$ cat config.mk
export PLATFORM = sky130hd
export DESIGN_NAME = mac_col_pipe_gated
export DESIGN_NICKNAME = d
export VERILOG_FILES = /design/src/rtl/mac_pkg.sv /design/src/rtl/mac_lane_gated.sv /design/src/rtl/mac_col_pipe_gated.sv
export SDC_FILE = /design/constraint.sdc
export NUM_CORES = 2
export LEC_CHECK = 0
export BUFFER_PORTS_ARGS = -buffer_cell sky130_fd_sc_hd__buf_2
export CORE_ASPECT_RATIO = 1.5
export CORE_UTILIZATION = 45
export CTS_CLUSTER_DIAMETER = 60
export CTS_CLUSTER_SIZE = 14
export DETAILED_ROUTE_END_ITERATION = 16
export GPL_TIMING_DRIVEN = 0
export HOLD_SLACK_MARGIN = 0.1
export PLACE_DENSITY = 0.61
export RECOVER_POWER = 25
export SETUP_SLACK_MARGIN = 0.05
export SKIP_CTS_REPAIR_TIMING = 1
export SLEW_MARGIN = 20
export SYNTH_ARGS = -nofsm -noshare
export SYNTH_HDL_FRONTEND = slang
export SYNTH_HIERARCHICAL = 1
export SYNTH_SLANG_ARGS = --single-unit
$ cat constraint.sdc
create_clock -name clk -period 8.6 [get_ports clk]
set_clock_uncertainty 0.1 [all_clocks]
set_input_delay 2.58 -clock clk [delete_from_list [all_inputs] [get_ports clk]]
set_output_delay 2.58 -clock clk [all_outputs]
set_load 0.005 [all_outputs]
$ cat src/rtl/mac_pkg.sv
// Shared constants for the gated MAC column: instruction bit positions and default sizes.
package mac_pkg;

    localparam int unsigned INST_LOAD = 0;
    localparam int unsigned INST_EXEC = 1;

    localparam int unsigned DEF_BW = 8;
    localparam int unsigned DEF_PR = 8;

endpackage

$ cat src/rtl/mac_lane_gated.sv
// One MAC lane: operand-hold registers, gated signed multiplier and product register.
module mac_lane_gated #(
    parameter int unsigned bw = 8
) (
    input  logic                  clk,
    input  logic                  reset,
    input  logic                  issue,
    input  logic                  gate,
    input  logic                  valid_s1,
    input  logic [bw-1:0]         q,
    input  logic [bw-1:0]         k,
    output logic signed [2*bw-1:0] prod
);

    logic signed [bw-1:0]   q_op;
    logic signed [bw-1:0]   k_op;
    logic                   gate_q;
    logic signed [2*bw-1:0] mult;

    assign mult = q_op * k_op;

    always_ff @(posedge clk) begin
        if (reset) begin
            q_op   <= '0;
            k_op   <= '0;
            gate_q <= 1'b0;
            prod   <= '0;
        end else begin
            if (issue) begin
                gate_q <= gate;
                // Gated lanes keep their old operands so the multiplier inputs stay quiet.
                if (!gate) begin
                    q_op <= q;
                    k_op <= k;
                end
            end
            if (valid_s1) begin
                prod <= gate_q ? '0 : mult;
            end
        end
    end

endmodule

$ cat src/rtl/mac_col_pipe_gated.sv
// Systolic MAC column: K slot storage, pr gated lanes and a 3-stage dot-product pipeline.
module mac_col_pipe_gated
    import mac_pkg::*;
#(
    parameter int unsigned bw      = DEF_BW,
    parameter int unsigned pr      = DEF_PR,
    parameter int unsigned bw_psum = 2 * bw + 4,
    parameter int unsigned kdepth  = 4,
    parameter int          col_id  = 0
) (
    input  logic                       clk,
    input  logic                       reset,
    input  logic [pr*bw-1:0]           q_in,
    input  logic [pr-1:0]              q_zero,
    input  logic [1:0]                 i_inst,
    input  logic [$clog2(kdepth)-1:0]  i_kaddr,
    output logic [pr*bw-1:0]           q_out,
    output logic [1:0]                 o_inst,
    output logic [bw_psum-1:0]         out,
    output logic                       fifo_wr,
    output logic [15:0]                gated_cnt
);

    logic unused_col;
    assign unused_col = ^col_id;

    logic [pr*bw-1:0] k_mem  [kdepth];
    logic [pr-1:0]    kz_mem [kdepth];

    logic                      load;
    logic                      exec;
    logic [pr-1:0]             gate;
    logic [pr*bw-1:0]          k_sel;
    logic                      v1;
    logic                      v2;
    logic signed [2*bw-1:0]    prods [pr];
    logic signed [bw_psum-1:0] sum;
    logic [16:0]               cnt_add;
    logic [15:0]               cnt_next;

    // A simultaneous load+execute is treated as load only.
    assign load  = i_inst[INST_LOAD];
    assign exec  = i_inst[INST_EXEC] & ~i_inst[INST_LOAD];
    assign gate  = q_zero | kz_mem[i_kaddr];
    assign k_sel = k_mem[i_kaddr];

    always_ff @(posedge clk) begin
        if (reset) begin
            for (int s = 0; s < int'(kdepth); s++) begin
                k_mem[s]  <= '0;
                kz_mem[s] <= '1;
            end
        end else if (load) begin
            k_mem[i_kaddr]  <= q_in;
            kz_mem[i_kaddr] <= q_zero;
        end
    end

    for (genvar i = 0; i < int'(pr); i++) begin : g_lane
        mac_lane_gated #(
            .bw (bw)
        ) u_lane (
            .clk      (clk),
            .reset    (reset),
            .issue    (exec),
            .gate     (gate[i]),
            .valid_s1 (v1),
            .q        (q_in[i*bw +: bw]),
            .k        (k_sel[i*bw +: bw]),
            .prod     (prods[i])
        );
    end

    always_comb begin
        sum = '0;
        for (int i = 0; i < int'(pr); i++) begin
            sum = sum + bw_psum'(prods[i]);
        end
    end

    always_comb begin
        cnt_add = {1'b0, gated_cnt};
        for (int i = 0; i < int'(pr); i++) begin
            cnt_add = cnt_add + 17'(gate[i]);
        end
        cnt_next = cnt_add[16] ? 16'hFFFF : cnt_add[15:0];
    end

    always_ff @(posedge clk) begin
        if (reset) begin
            v1        <= 1'b0;
            v2        <= 1'b0;
            fifo_wr   <= 1'b0;
            out       <= '0;
            q_out     <= '0;
            o_inst    <= '0;
            gated_cnt <= '0;
        end else begin
            v1      <= exec;
            v2      <= v1;
            fifo_wr <= v2;
            if (v2) begin
                out <= sum;
            end
            q_out  <= q_in;
            o_inst <= i_inst;
            if (exec) begin
                gated_cnt <= cnt_next;
            end
        end
    end

endmodule
# Yosys cells after proc, flatten, opt, wreduce, memory -nomap -nowiden

Memories as Yosys holds them, arrays and structs flattened.
Index checks and enable logic that the tools add are counted.
Widths: inputs -> output; s select.

Flip-flop bits (word level): 369
Memory bits (writable): 288
Output and inout bits: 103
Word-level logic and storage cells: 105
Memories kept: 2

Memory list:

| name   | words | width | rd ports | clocked after memory_dff | wr ports | line                     | source |
|---|---|---|---|---|---|---|---|
| k_mem  | 4     | 64    | 1        | 0                        | 4        | mac_col_pipe_gated.sv:27 | `logic [pr*bw-1:0] k_mem [kdepth];` |
| kz_mem | 4     | 8     | 1        | 0                        | 4        | mac_col_pipe_gated.sv:28 | `logic [pr-1:0] kz_mem [kdepth];` |

Add/sub/neg operators: 15
$mul: 8
Muxes and demuxes: 20
Bitwise gates (word level): 11
Reductions and logical operators: 10

Operators by type and width:

| operator         | number |
|---|---|
| $mux 16          | 9 |
| $mul 8x8->16     | 8 |
| $add 17x1->17    | 7 |
| $mux 64          | 1 |
| $reduce_or 64->1 | 1 |
| $add 20x16->20   | 3 |
| $add 19x16->20   | 1 |
| $add 18x16->19   | 1 |
| $add 17x16->18   | 1 |
| $add 16x1->17    | 1 |
| $add 16x16->17   | 1 |
| $reduce_and 2->1 | 8 |
| $not 1->1        | 9 |
| $mux 8           | 1 |
| $or 8x8->8       | 1 |
| $reduce_or 8->1  | 1 |
| $mux 1           | 7 |
| $mux 2           | 2 |
| $and 1x1->1      | 1 |

# Depth between registers and ports, before layout

An unclocked memory read counts as a cell.

Word-level depth: 11
Gate-level depth with buffers: 16
Mapped depth without buffers: 16

# Modules after synthesis

Netlist, hierarchy kept.

By module, submodules not included:

| module                                 | times used | cells an instance | area each (µm²) | sequential area each (µm²) |
|---|---|---|---|---|
| mac_lane_gated at g_lane[0].u_lane ... | 7          | 411               | 3644.7          | 660.6 |
| mac_col_pipe_gated                     | 1          | 1523              | 19936.6         | 10750.3 |
| mac_lane_gated at g_lane[7].u_lane     | 1          | 410               | 3643.5          | 660.6 |

# Worst setup path before layout

Ideal clock, no wire load.

Path type: in2reg
From: input i_kaddr[0]
To: register gated_cnt[14]
Arrival: 6886 ps
Data required time: 8409 ps
Slack: 1523 ps
Stages on the path: 16
Buffers on the path: 2
Cell sequence: buf_2 -> buf_2 -> mux4_2 -> nor2_1 -> fa_1 -> fa_1 -> inv_1 -> fa_1 -> inv_1 -> fa_1 -> fa_1 -> nor2b_1 -> o21ai_2 -> a211oi_4 -> a31oi_1 -> a311oi_1

Longest elaborated chain between the ends: 11

Ends and longest elaborated chain:

| item                       | line                      | source |
|---|---|---|
| start, declared            | mac_col_pipe_gated.sv:16  | `input logic [$clog2(kdepth)-1:0] i_kaddr,` |
| $mem_v2 4x8 (*)            | -                         |  |
| $or 8x8->8 (*)             | mac_col_pipe_gated.sv:44  | `assign gate = q_zero \| kz_mem[i_kaddr];` |
| $add 16x1->17              | mac_col_pipe_gated.sv:84  | `cnt_add = cnt_add + 17'(gate[i]);` |
| $add 17x1->17 (6 in a row) | mac_col_pipe_gated.sv:84  |  |
| $add 17x1->17 (*)          | mac_col_pipe_gated.sv:84  |  |
| $mux 16 (*)                | mac_col_pipe_gated.sv:86  | `cnt_next = cnt_add[16] ? 16'hFFFF : cnt_add[15:0];` |
| end signal, assigned       | mac_col_pipe_gated.sv:108 | `gated_cnt <= cnt_next;` |
| end, declared              | mac_col_pipe_gated.sv:21  | `output logic [15:0] gated_cnt` |

Mark *: on every way between the ends. The rest lies on a longest branch, timed or not.
A chain may end at the register's enable or synchronous reset.

# Worst setup path in the final report

From: input i_kaddr[1]
To: register gated_cnt[14]

RTL lines:

| item                       | line                     | source |
|---|---|---|
| $mem_v2 4x8                | -                        |  |
| $or 8x8->8                 | mac_col_pipe_gated.sv:44 |  |
| named net gate[1]          | mac_col_pipe_gated.sv:32 | `logic [pr-1:0] gate;` |
| $add 17x1->17 (7 in a row) | mac_col_pipe_gated.sv:84 |  |
| $mux 16                    | mac_col_pipe_gated.sv:86 |  |

The timed path passes the listed nets, and every way through them passes these cells.

==> run_results.csv <==
group,metric,value,unit
status,outcome,"finished with violations",
status,violations_in_the_final_reports,"max-capacitance violations, max-slew violations",
sta,final_worst_path_cycle_share,0.875,
floorplanning,placementRows,148,
synth,synthesis.instances,4810,
route,first_iter_violations,1922,
global_route,grt.overflow.total,0,
synth,postSynth.asyncResetShare,0,
worst_hold_path,min_path_type,"register to register",
floorplanning,pin_count,181,
setup_path,worst_ep_required_time,9.05,ns
floorplanning,placeableCoreArea,108000,sq um
placed_design,final_hpwl_from_detailed_placement,104,mm
synth,dominantRegCellSynth,"dfxtp_1",
setup_path,regToRegEndpoint,"gated_cnt[14]$_SDFFE_PP0P_",
setup_path,critical_r2r_launch,"kz_mem[2][1]$_SDFFCE_PN1P_",
synth,synth_cell_types,79,
floorplanning,floorplan.initialDensity,0.453,
clocking,ctsLongestPathBuffers,3,
final_layout,most-common-layout-cells,"inv_1, fa_1, and2_1",
clocking,tritoncts.num_buffers,66,
sta,worst_slew_margin_rel,-0.313,
route,remaining_drc_errors,0,
sta,fin_worst_hold_slack,0.365,ns
clocking,cts_root_buf,"clkbuf_16",
route,detail_route.vias_per_cell,5.18,
worst_hold_path,min_from,"g_lane[3].u_lane/prod[8]$_SDFFE_PP0P_",
global_route,grt_start_max_net_pins,40,
final_layout,utilization,0.497,
synth,synthesis.nets,5691,
clocking,cts_tree,"built",
final_layout,fin_nets,5943,
global_route,grt_pass1_vias,35300,
final_layout,areaGrowthSynthToFinish,9.71,%
clocking,clk_latency,0.64,ns
setup_path,startpoint_type,"primary input",
sta,report.final.hold_viol_count,0,
setup_path,r2r_cells,15,
route,totalWireLength,129,mm
synth,ys_ff_latch,657,
placed_design,portBuffers,179,
clocking,clock_sink_count,657,
placed_design,finalWeightedCongestion,0.889,
setup_path,critPathMaxFanout,10,
power_and_ir_drop,post-layout-total-power,6980,uW
clocking,clkTransAtPathRegs,0.07,ns
synth,syn-cell-area,49100,sq um
flow_run,max-cap-violations,4,
setup_path,worst-setup-path-type,"primary input to register",
sta,setup_tns,0,ns
floorplanning,dieWidth,272,microns
power_and_ir_drop,internal_power,5170,uW
sta,rsz0062_at_grt,"false",
power_and_ir_drop,power.combinational.fraction,0.093,
synth,synth-warning-count,6,
clocking,htreeDepth,3,
sta,setup_violations,0,
global_route,number_of_antenna_violations_at_the_first_check_in_global_routing,11,
power_and_ir_drop,netSwitchingFraction,0.259,
setup_path,worst_ep_arrival_time,7.97,ns
sta,max_freq,133,MHz
power_and_ir_drop,total_leakage_power,0.0233,uW
setup_path,endpoint,"gated_cnt[14]$_SDFFE_PP0P_",
route,firstDrtPassIters,6,
synth,avgSynthCellArea,10.2,sq um
synth,synth_seq_area_share,0.327,
final_layout,final_layout_size_suffix_gt1_frac,0.0718,
setup_path,timing.reg2reg.setup_slack,3.45,ns
floorplanning,die-height,407,microns
route,wire_length_per_cell_after_detailed_routing,19.7,microns
global_route,overall_global_routing_usage,0.241,
power_and_ir_drop,clock_power_share,0.408,
setup_path,worst_setup_path_startpoint,"i_kaddr[1]",
setup_path,cp-end-kind,"register",
floorplanning,dieArea,110000,sq um
route,route.antenna.remaining_nets,0,
synth,synth_enable_flop_cells,288,
global_route,grt_pass1_wl,203,mm
sta,max_slew.worst_pin.slew,1.96,ns
power_and_ir_drop,powerDensity,130,nW/um^2
power_and_ir_drop,max-vdd-ir-drop,0.168,mV
final_layout,layout_commonest_cell,"inv_1",
power_and_ir_drop,p_switching,1810,uW
power_and_ir_drop,pwr-share-seq,0.499,
sta,final.min_clock_period,7.53,ns
sta,drv_slew,45,
route,via_count,33900,
## cells by family (layout without fill, tap and decap cells)
group,Yosys count,in the layout,share of synthesized area
mux,93,93,0.0375
simple gates,1466,1466,0.161
flops,657,657,0.327
xor+xnor,126,126,0.0225
compound gates,572,572,0.0801
buf+inv,1093,1393,0.0843
fa+ha+maj,803,803,0.288
other cells,0,2,0
## worst min-delay path by stage
stage                                             endpoint  slack [ns]  cells past startpoint
finish               g_lane[3].u_lane/prod[8]$_SDFFE_PP0P_        0.36                      2
global route        g_lane[6].u_lane/prod[14]$_SDFFE_PP0P_        0.39                      1
floorplan            g_lane[2].u_lane/prod[7]$_SDFFE_PP0P_        0.34                      2
CTS                  g_lane[3].u_lane/prod[8]$_SDFFE_PP0P_        0.37                      2
global placement     g_lane[5].u_lane/prod[7]$_SDFFE_PP0P_        0.35                      2
detailed placement   g_lane[3].u_lane/prod[8]$_SDFFE_PP0P_        0.36                      2
## state kept, by name, summed over array words and instances (netlist names)
register / count
out: 20
v1: 1
q_out: 64
o_inst: 2
g_lane.u_lane/gate_q: 8
g_lane.u_lane/q_op: 64
kz_mem: 32
gated_cnt: 16
v2: 1
g_lane.u_lane/k_op: 64
fifo_wr: 1
k_mem: 256
g_lane.u_lane/prod: 128
## synthesized netlist by cell type (27+ instances only)
cell	instances	area (sq um)
edfxtp_1	288	8650
and2_1	529	3310
nand2b_1	57	357
nor3_1	28	140
mux4_2	72	1620
ha_1	258	3230
dfxtp_1	369	7390
clkbuf_1	121	454
inv_1	930	3490
a21o_1	27	203
a22o_1	48	420
nor3b_1	65	488
xnor2_1	108	946
fa_1	545	10900
o21ai_0	62	310
nand2_1	428	1610
a22oi_1	56	420
a21oi_1	198	991
nor2_1	135	507
nor2b_1	127	795
## power groups by stage
stage / Sequential, uW / Clock, uW / Combinational, uW
final: 3480 / 2850 / 651
after detailed placement: 3550 / 0 / 660
after global placement: 3560 / 0 / 642
after floorplan: 3520 / 0 / 401
after CTS: 3480 / 2910 / 663
after global routing: 3500 / 3020 / 712
## stage by stage
step / cell area [sq um] / cells / worst slack, ns
2_1_floorplan: 49100 / 4810 / 1.52
3_3_place_gp: 51800 / 6414 / 0.550
3_5_place_dp: 51900 / 6419 / 0.462
4_1_cts: 54000 / 6535 / 1.17
5_1_grt: 53900 / 6535 / 0.890
6_report: 53900 / 6537 / 1.07
## cell type report
cell class              instances  area (sq um)
well taps                    1425          1780
diodes                          2          5.00
inverters                     931          3490
flip-flops and latches        657         16000
repair buffers                184           938
clock inverters                22           236
multi-input cells            3060         28900
plain buffers                 162           634
fillers                     10100         54500
clock buffers                  94          1810
## layer usage
layer,up-vias,track usage,wire [microns]
met5,-,0,40
met4,6,0.0937,5030
met3,180,0.0244,5240
met2,728,0.457,69700
met1,17100,0.276,48900
li1,15900,-,-
## critical path: stages
cell and delay, ns:
buf_2 0.12, clkbuf_1 0.75, mux4_2 0.42, or2_2 0.41, inv_1 0.13, fa_1 0.55
fa_1 0.54, inv_1 0.05, fa_1 0.48, inv_1 0.05, fa_1 0.42, fa_1 0.43
nor2b_1 0.16, o21ai_2 0.12, a211oi_4 0.41, a31oi_1 0.14, a311oi_1 0.24
Power figures use the tool's default switching activity.
